--- src/rtl/wptr_full.sv ---
// wptr_full -- write-side pointer and flag stage of the asynchronous FIFO.
// Keeps binary/Gray write pointers, double-flops the read-domain Gray
// pointer, and produces registered full, almost-full and occupancy.
// Optional build macro: WPTR_ALMOST_FULL_EN (enables the wafull comparator;
// when undefined wafull is tied low and AFULL_THRESH has no effect).
module wptr_full #(
  parameter int ADDR_WIDTH   = 4,
  parameter int RAM_DEPTH    = 16,
  parameter int AFULL_THRESH = 12
) (
  input  logic                  WCLK,
  input  logic                  WRSTn,
  input  logic                  winc,
  input  logic [ADDR_WIDTH:0]   rptr_gray,
  output logic                  write,
  output logic [ADDR_WIDTH-1:0] waddr,
  output logic [ADDR_WIDTH:0]   wptr_gray,
  output logic                  wfull,
  output logic                  wafull,
  output logic [ADDR_WIDTH:0]   wcount
);

  localparam int PW = ADDR_WIDTH + 1;

  // Elaboration-time sanity checks on the configuration.
  if (RAM_DEPTH != (1 << ADDR_WIDTH)) begin : g_depth_chk
    $error("wptr_full: RAM_DEPTH must equal 2**ADDR_WIDTH");
  end
  if ((AFULL_THRESH < 1) || (AFULL_THRESH >= RAM_DEPTH)) begin : g_thresh_chk
    $error("wptr_full: AFULL_THRESH must lie in 1..RAM_DEPTH-1");
  end

  // Binary to reflected Gray code.
  function automatic logic [PW-1:0] bin2gray(input logic [PW-1:0] b);
    return (b >> 1) ^ b;
  endfunction

  // Gray to binary: running XOR from the MSB downwards.
  function automatic logic [PW-1:0] gray2bin(input logic [PW-1:0] g);
    logic [PW-1:0] b;
    b[PW-1] = g[PW-1];
    for (int i = PW - 2; i >= 0; i--) begin
      b[i] = b[i+1] ^ g[i];
    end
    return b;
  endfunction

  logic [PW-1:0] rq1_r;
  logic [PW-1:0] rq2_r;
  logic [PW-1:0] wbin_r;
  logic [PW-1:0] wgray_r;
  logic          wfull_r;
  logic          wafull_r;
  logic [PW-1:0] wcount_r;

  logic          write_s;
  logic [PW-1:0] wbin_next_s;
  logic [PW-1:0] wgray_next_s;
  logic [PW-1:0] rbin_s;
  logic [PW-1:0] full_cmp_s;
  logic [PW-1:0] count_next_s;
  logic          full_next_s;
  logic          afull_next_s;

  // Next-pointer, occupancy and flag evaluation for the coming edge.
  always_comb begin
    // Writes are dropped while full and while the block is held in reset,
    // so the RAM is never written from a stale or cleared pointer.
    write_s      = winc & ~wfull_r & WRSTn;
    wbin_next_s  = wbin_r + {{ADDR_WIDTH{1'b0}}, write_s};
    wgray_next_s = bin2gray(wbin_next_s);
    rbin_s       = gray2bin(rq2_r);
    // Full when the write pointer is exactly one lap ahead of the read
    // pointer: in Gray code that means the top two bits differ.
    full_cmp_s   = {~rq2_r[PW-1:PW-2], rq2_r[PW-3:0]};
    full_next_s  = (wgray_next_s == full_cmp_s);
    count_next_s = wbin_next_s - rbin_s;
`ifdef WPTR_ALMOST_FULL_EN
    afull_next_s = (count_next_s >= PW'(AFULL_THRESH));
`else
    afull_next_s = 1'b0;
`endif
  end

  // Two-flop synchroniser for the read-domain Gray pointer.
  always_ff @(posedge WCLK or negedge WRSTn) begin
    if (!WRSTn) begin
      rq1_r <= {PW{1'b0}};
      rq2_r <= {PW{1'b0}};
    end else begin
      rq1_r <= rptr_gray;
      rq2_r <= rq1_r;
    end
  end

  // Write pointers, flags and occupancy registers.
  always_ff @(posedge WCLK or negedge WRSTn) begin
    if (!WRSTn) begin
      wbin_r   <= {PW{1'b0}};
      wgray_r  <= {PW{1'b0}};
      wfull_r  <= 1'b0;
      wafull_r <= 1'b0;
      wcount_r <= {PW{1'b0}};
    end else begin
      wbin_r   <= wbin_next_s;
      wgray_r  <= wgray_next_s;
      wfull_r  <= full_next_s;
      wafull_r <= afull_next_s;
      wcount_r <= count_next_s;
    end
  end

  assign write     = write_s;
  assign waddr     = wbin_r[ADDR_WIDTH-1:0];
  assign wptr_gray = wgray_r;
  assign wfull     = wfull_r;
  assign wafull    = wafull_r;
  assign wcount    = wcount_r;

endmodule

--- config.mk ---
export PLATFORM = sky130hd
export DESIGN_NAME = wptr_full
export DESIGN_NICKNAME = d
export VERILOG_FILES = /design/src/rtl/wptr_full.sv
export SDC_FILE = /design/constraint.sdc
export NUM_CORES = 1
export LEC_CHECK = 0
export CORE_AREA = 2 2 65 49
export CTS_CLUSTER_DIAMETER = 50
export DETAILED_ROUTE_END_ITERATION = 12
export DIE_AREA = 0 0 67 51
export DONT_BUFFER_PORTS = 1
export GPL_TIMING_DRIVEN = 0
export MAX_ROUTING_LAYER = met4
export PLACE_DENSITY_LB_ADDON = 0.25
export SYNTH_ARGS = -nofsm -noshare
export SYNTH_HDL_FRONTEND = slang
export SYNTH_SLANG_ARGS = --single-unit
--- constraint.sdc ---
create_clock -name WCLK -period 4.61 [get_ports WCLK]
set_clock_uncertainty 0.2 [all_clocks]
set_input_delay 0.6915 -clock WCLK [delete_from_list [all_inputs] [get_ports WCLK]]
set_output_delay 0.6915 -clock WCLK [all_outputs]
set_load 0.03 [all_outputs]
==> load_flow_metrics.sql <==
INSERT INTO impl_metrics (metric_group, metric, value, unit) VALUES
('worst_setup_path', 'critPathTopFamily', 'adder cells', ''),
('routing', 'ant_nets', '0', ''),
('routing', 'route.detailed.vias_per_inst', '4.79', ''),
('global_route', 'number_of_antenna_violations_at_the_first_check_in_global_routing', '0', ''),
('worst_setup_path', 'critical_path.max_fanout', '8', ''),
('clocking', 'clk_transition_reported_paths', '0.09', 'ns'),
('global_route', 'grt-busiest-layer', 'met2', ''),
('worst_setup_path', 'critical_path.reg2reg.endpoint', 'wcount[4]', ''),
('routing', 'drt_first_pass_iters', '5', ''),
('worst_setup_path', 'crit_path_start_kind', 'register', ''),
('sta', 'timing.final.crit_share', '63.0', '%'),
('yosys', 'syn-mean-instance-area', '13.0', 'µm²'),
('cells_and_area', 'layout.cells.most_common', 'sky130_fd_sc_hd__dfrtp_1', ''),
('placement', 'detailed_place_hpwl', '1270', 'µm'),
('worst_setup_path', 'crit_buf_inv', '2', ''),
('yosys', 'synth.area.top_cells', 'sky130_fd_sc_hd__dfrtp_1 (52%), sky130_fd_sc_hd__xnor2_1 (6.6%), sky130_fd_sc_hd__ha_1 (6.3%)', ''),
('global_route', 'grt_overflow', '0', ''),
('global_route', 'global_route_wire_length_before_repair', '2970', 'µm'),
('cells_and_area', 'multiInputGateArea', '504', 'µm²'),
('sta', 'finalSetupViolCount', '0', ''),
('power_and_ir_drop', 'power-per-cell-area', '757', 'nW/µm²'),
('cells_and_area', 'num_antenna_cells', '0', ''),
('run_status', 'run_status', 'completed', ''),
('worst_setup_path', 'critical_path_class', 'reg2reg', ''),
('global_route', 'grt.met3_usage', '5.95', '%'),
('cells_and_area', 'synthToLayoutAreaGrowth', '9.71', '%'),
('global_route', 'globalRouteTotalUtil', '12.7', '%'),
('routing', 'routed_wirelength', '1810', 'µm'),
('floorplan', 'ios', '25', ''),
('clocking', 'cts_made_buffers', '3', ''),
('clocking', 'clock-sinks', '25', ''),
('sta', 'grt_setup_unrepaired', 'false', ''),
('worst_hold_path', 'worstHoldPathType', 'in2async', ''),
('worst_setup_path', 'crit_path_end_kind', 'register', ''),
('power_and_ir_drop', 'power_frac_clock', '13.5', '%'),
('yosys', 'syn_inst', '92', ''),
('cells_and_area', 'nets', '113', ''),
('clocking', 'clock_tree_from_tritoncts', 'yes', ''),
('power_and_ir_drop', 'swShare', '45.1', '%'),
('floorplan', 'floorplan.initialDensity', '41.4', '%'),
('yosys', 'synth_net_count', '107', ''),
('yosys', 'synth.largest_area_cell', 'sky130_fd_sc_hd__dfrtp_1', ''),
('worst_setup_path', 'crit_path_max_incr_delay', '0.51', 'ns'),
('cells_and_area', 'final_cell_mix', 'sky130_fd_sc_hd__dfrtp_1 (25), sky130_fd_sc_hd__xnor2_1 (9), sky130_fd_sc_hd__inv_1 (7), sky130_fd_sc_hd__xor2_1 (7), sky130_fd_sc_hd__ha_1 (6)', ''),
('floorplan', 'die_width', '67', 'µm'),
('worst_setup_path', 'critical_path.reg2reg.startpoint', 'wfull', ''),
('global_route', 'met2_usage', '18.5', '%'),
('cells_and_area', 'final.fill_count', '286', ''),
('power_and_ir_drop', 'power_switching', '0.449', 'mW'),
('yosys', 'synth_cell_types', '32', ''),
('power_and_ir_drop', 'share_seq_of_total_power', '46.7', '%'),
('clocking', 'root_buffer', 'sky130_fd_sc_hd__clkbuf_8', ''),
('worst_setup_path', 'worst_path_max_delay_cell', 'sky130_fd_sc_hd__dfrtp_1', ''),
('sta', 'fin_crit', '2.91', 'ns'),
('yosys', 'synthesis.area', '1200', 'µm²'),
('worst_setup_path', 'cell_by_cell_listing_of_the_critical_path', 'and3b_1, ha_1, ha_1, buf_6, xnor2_2, inv_1, ha_1, a21o_1, a21oi_1, xnor2_1', ''),
('worst_setup_path', 'logic_depth_of_the_worst_register_to_register_path', '10', ''),
('routing', 'detailedRoute.firstIterationViolations', '55', ''),
('placement', 'place_congestion', '0.764', ''),
('worst_setup_path', 'critPathMostFrequentCell', 'sky130_fd_sc_hd__ha_1', ''),
('clocking', 'clk_path_buf_depth', '2', ''),
('clocking', 'clock_latency', '0.27', 'ns'),
('routing', 'drc', '0', ''),
('worst_setup_path', 'timing.reg2reg.setup_slack', '1.70', 'ns'),
('clocking', 'post_cts_resized', '0', ''),
('routing', 'detailroute.via_count', '647', ''),
('sta', 'hold_viol', '0', ''),
('sta', 'fmax', '0.344', 'GHz'),
('routing', 'wl_per_cell', '13.4', 'µm'),
('global_route', 'grt_start_max_net_pins', '26', ''),
('placement', 'portBuffers', '0', '');
flip-flops by register name (all words and copies together), names as in the netlist:
name       count
wptr_gray      4
wbin_r         5
wfull          1
wcount         5
rq1_r          5
rq2_r          5
worst max-delay path by stage:
stage / startpoint / to / cells after the start
detailed placement: WRSTn / wcount[4] / 10
global placement: WRSTn / wcount[4] / 10
floorplan: WRSTn / wcount[4] / 10
finish: wfull / wcount[4] / 10
global route: wfull / wcount[4] / 10
CTS: wfull / wcount[4] / 10
cells in the mapped netlist:
cell                        instances
sky130_fd_sc_hd__xnor2_1            9
sky130_fd_sc_hd__nand2_1            2
sky130_fd_sc_hd__dfrtp_1           25
sky130_fd_sc_hd__a311oi_1           1
sky130_fd_sc_hd__buf_2              1
sky130_fd_sc_hd__nand3_2            1
sky130_fd_sc_hd__nor2_1             1
sky130_fd_sc_hd__xor2_1             7
sky130_fd_sc_hd__and2_1             1
sky130_fd_sc_hd__a21oi_1            3
sky130_fd_sc_hd__inv_1              7
sky130_fd_sc_hd__a21bo_2            1
sky130_fd_sc_hd__buf_6              2
sky130_fd_sc_hd__nor2b_1            1
sky130_fd_sc_hd__ha_1               6
sky130_fd_sc_hd__buf_4              2
sky130_fd_sc_hd__o21ai_0            1
sky130_fd_sc_hd__a31oi_1            1
sky130_fd_sc_hd__conb_1             1
sky130_fd_sc_hd__a21boi_0           1
sky130_fd_sc_hd__mux2i_1            2
sky130_fd_sc_hd__o22ai_1            1
sky130_fd_sc_hd__o211a_1            1
sky130_fd_sc_hd__and3_1             1
sky130_fd_sc_hd__and3b_1            1
sky130_fd_sc_hd__a2bb2oi_2          1
sky130_fd_sc_hd__a21o_1             2
sky130_fd_sc_hd__xnor2_2            4
sky130_fd_sc_hd__fa_1               1
sky130_fd_sc_hd__a211o_1            2
sky130_fd_sc_hd__nand2b_1           1
sky130_fd_sc_hd__a221oi_1           1
per-layer routing:
metal / share of wire (%) / up-vias
met2: 42 / 27
met5: 0 / -
met3: 7.7 / 3
li1: - / 309
met4: 1.1 / 0
met1: 49 / 308
cell families after synthesis:
kind of cell    synth area share [%]
simple gates                    4.59
buf+inv                         5.74
xor+xnor                        17.1
other cells                    0.313
flops                           52.2
mux                             1.67
fa+ha+maj                       7.93
compound gates                  10.4
layout make-up:
class                      count  area share (%)
timing repair buffer           1            1.52
sequential                    25            47.6
clock buffer                   3            3.14
tap                           38            3.62
clock inverter                 1           0.571
buffer                         5            3.24
multi-input combinational     55            38.3
inverter                       7            2.00
per-stage QoR:
stage | worst slack (ns) | instances | util, % | cell area [µm²] | power, mW
after global routing | 1.53 | 135 | 45.5 | 1320 | 1.07
after floorplan | 1.71 | 92 | - | 1200 | 0.797
after CTS | 1.68 | 135 | 45.5 | 1320 | 1.01
after global placement | 1.57 | 130 | 43.1 | 1250 | 0.859
final | 1.70 | 135 | 45.5 | 1320 | 0.996
after detailed placement | 1.56 | 130 | 43.1 | 1250 | 0.861
power by group through the flow:
stage / combinational [mW] / clock, mW / sequential (mW)
6_report: 0.396 / 0.135 / 0.465
2_1_floorplan: 0.336 / 0 / 0.461
4_1_cts: 0.402 / 0.142 / 0.468
3_5_place_dp: 0.390 / 0 / 0.471
3_3_place_gp: 0.388 / 0 / 0.471
5_1_grt: 0.444 / 0.151 / 0.474
what timing repair did:
action / 4_1_cts / 5_1_grt
buffers inserted: 0 / 0
hold buffers: 1 / 0
hold endpoints to repair: 25 / 0
Power figures use the tool's default switching activity.
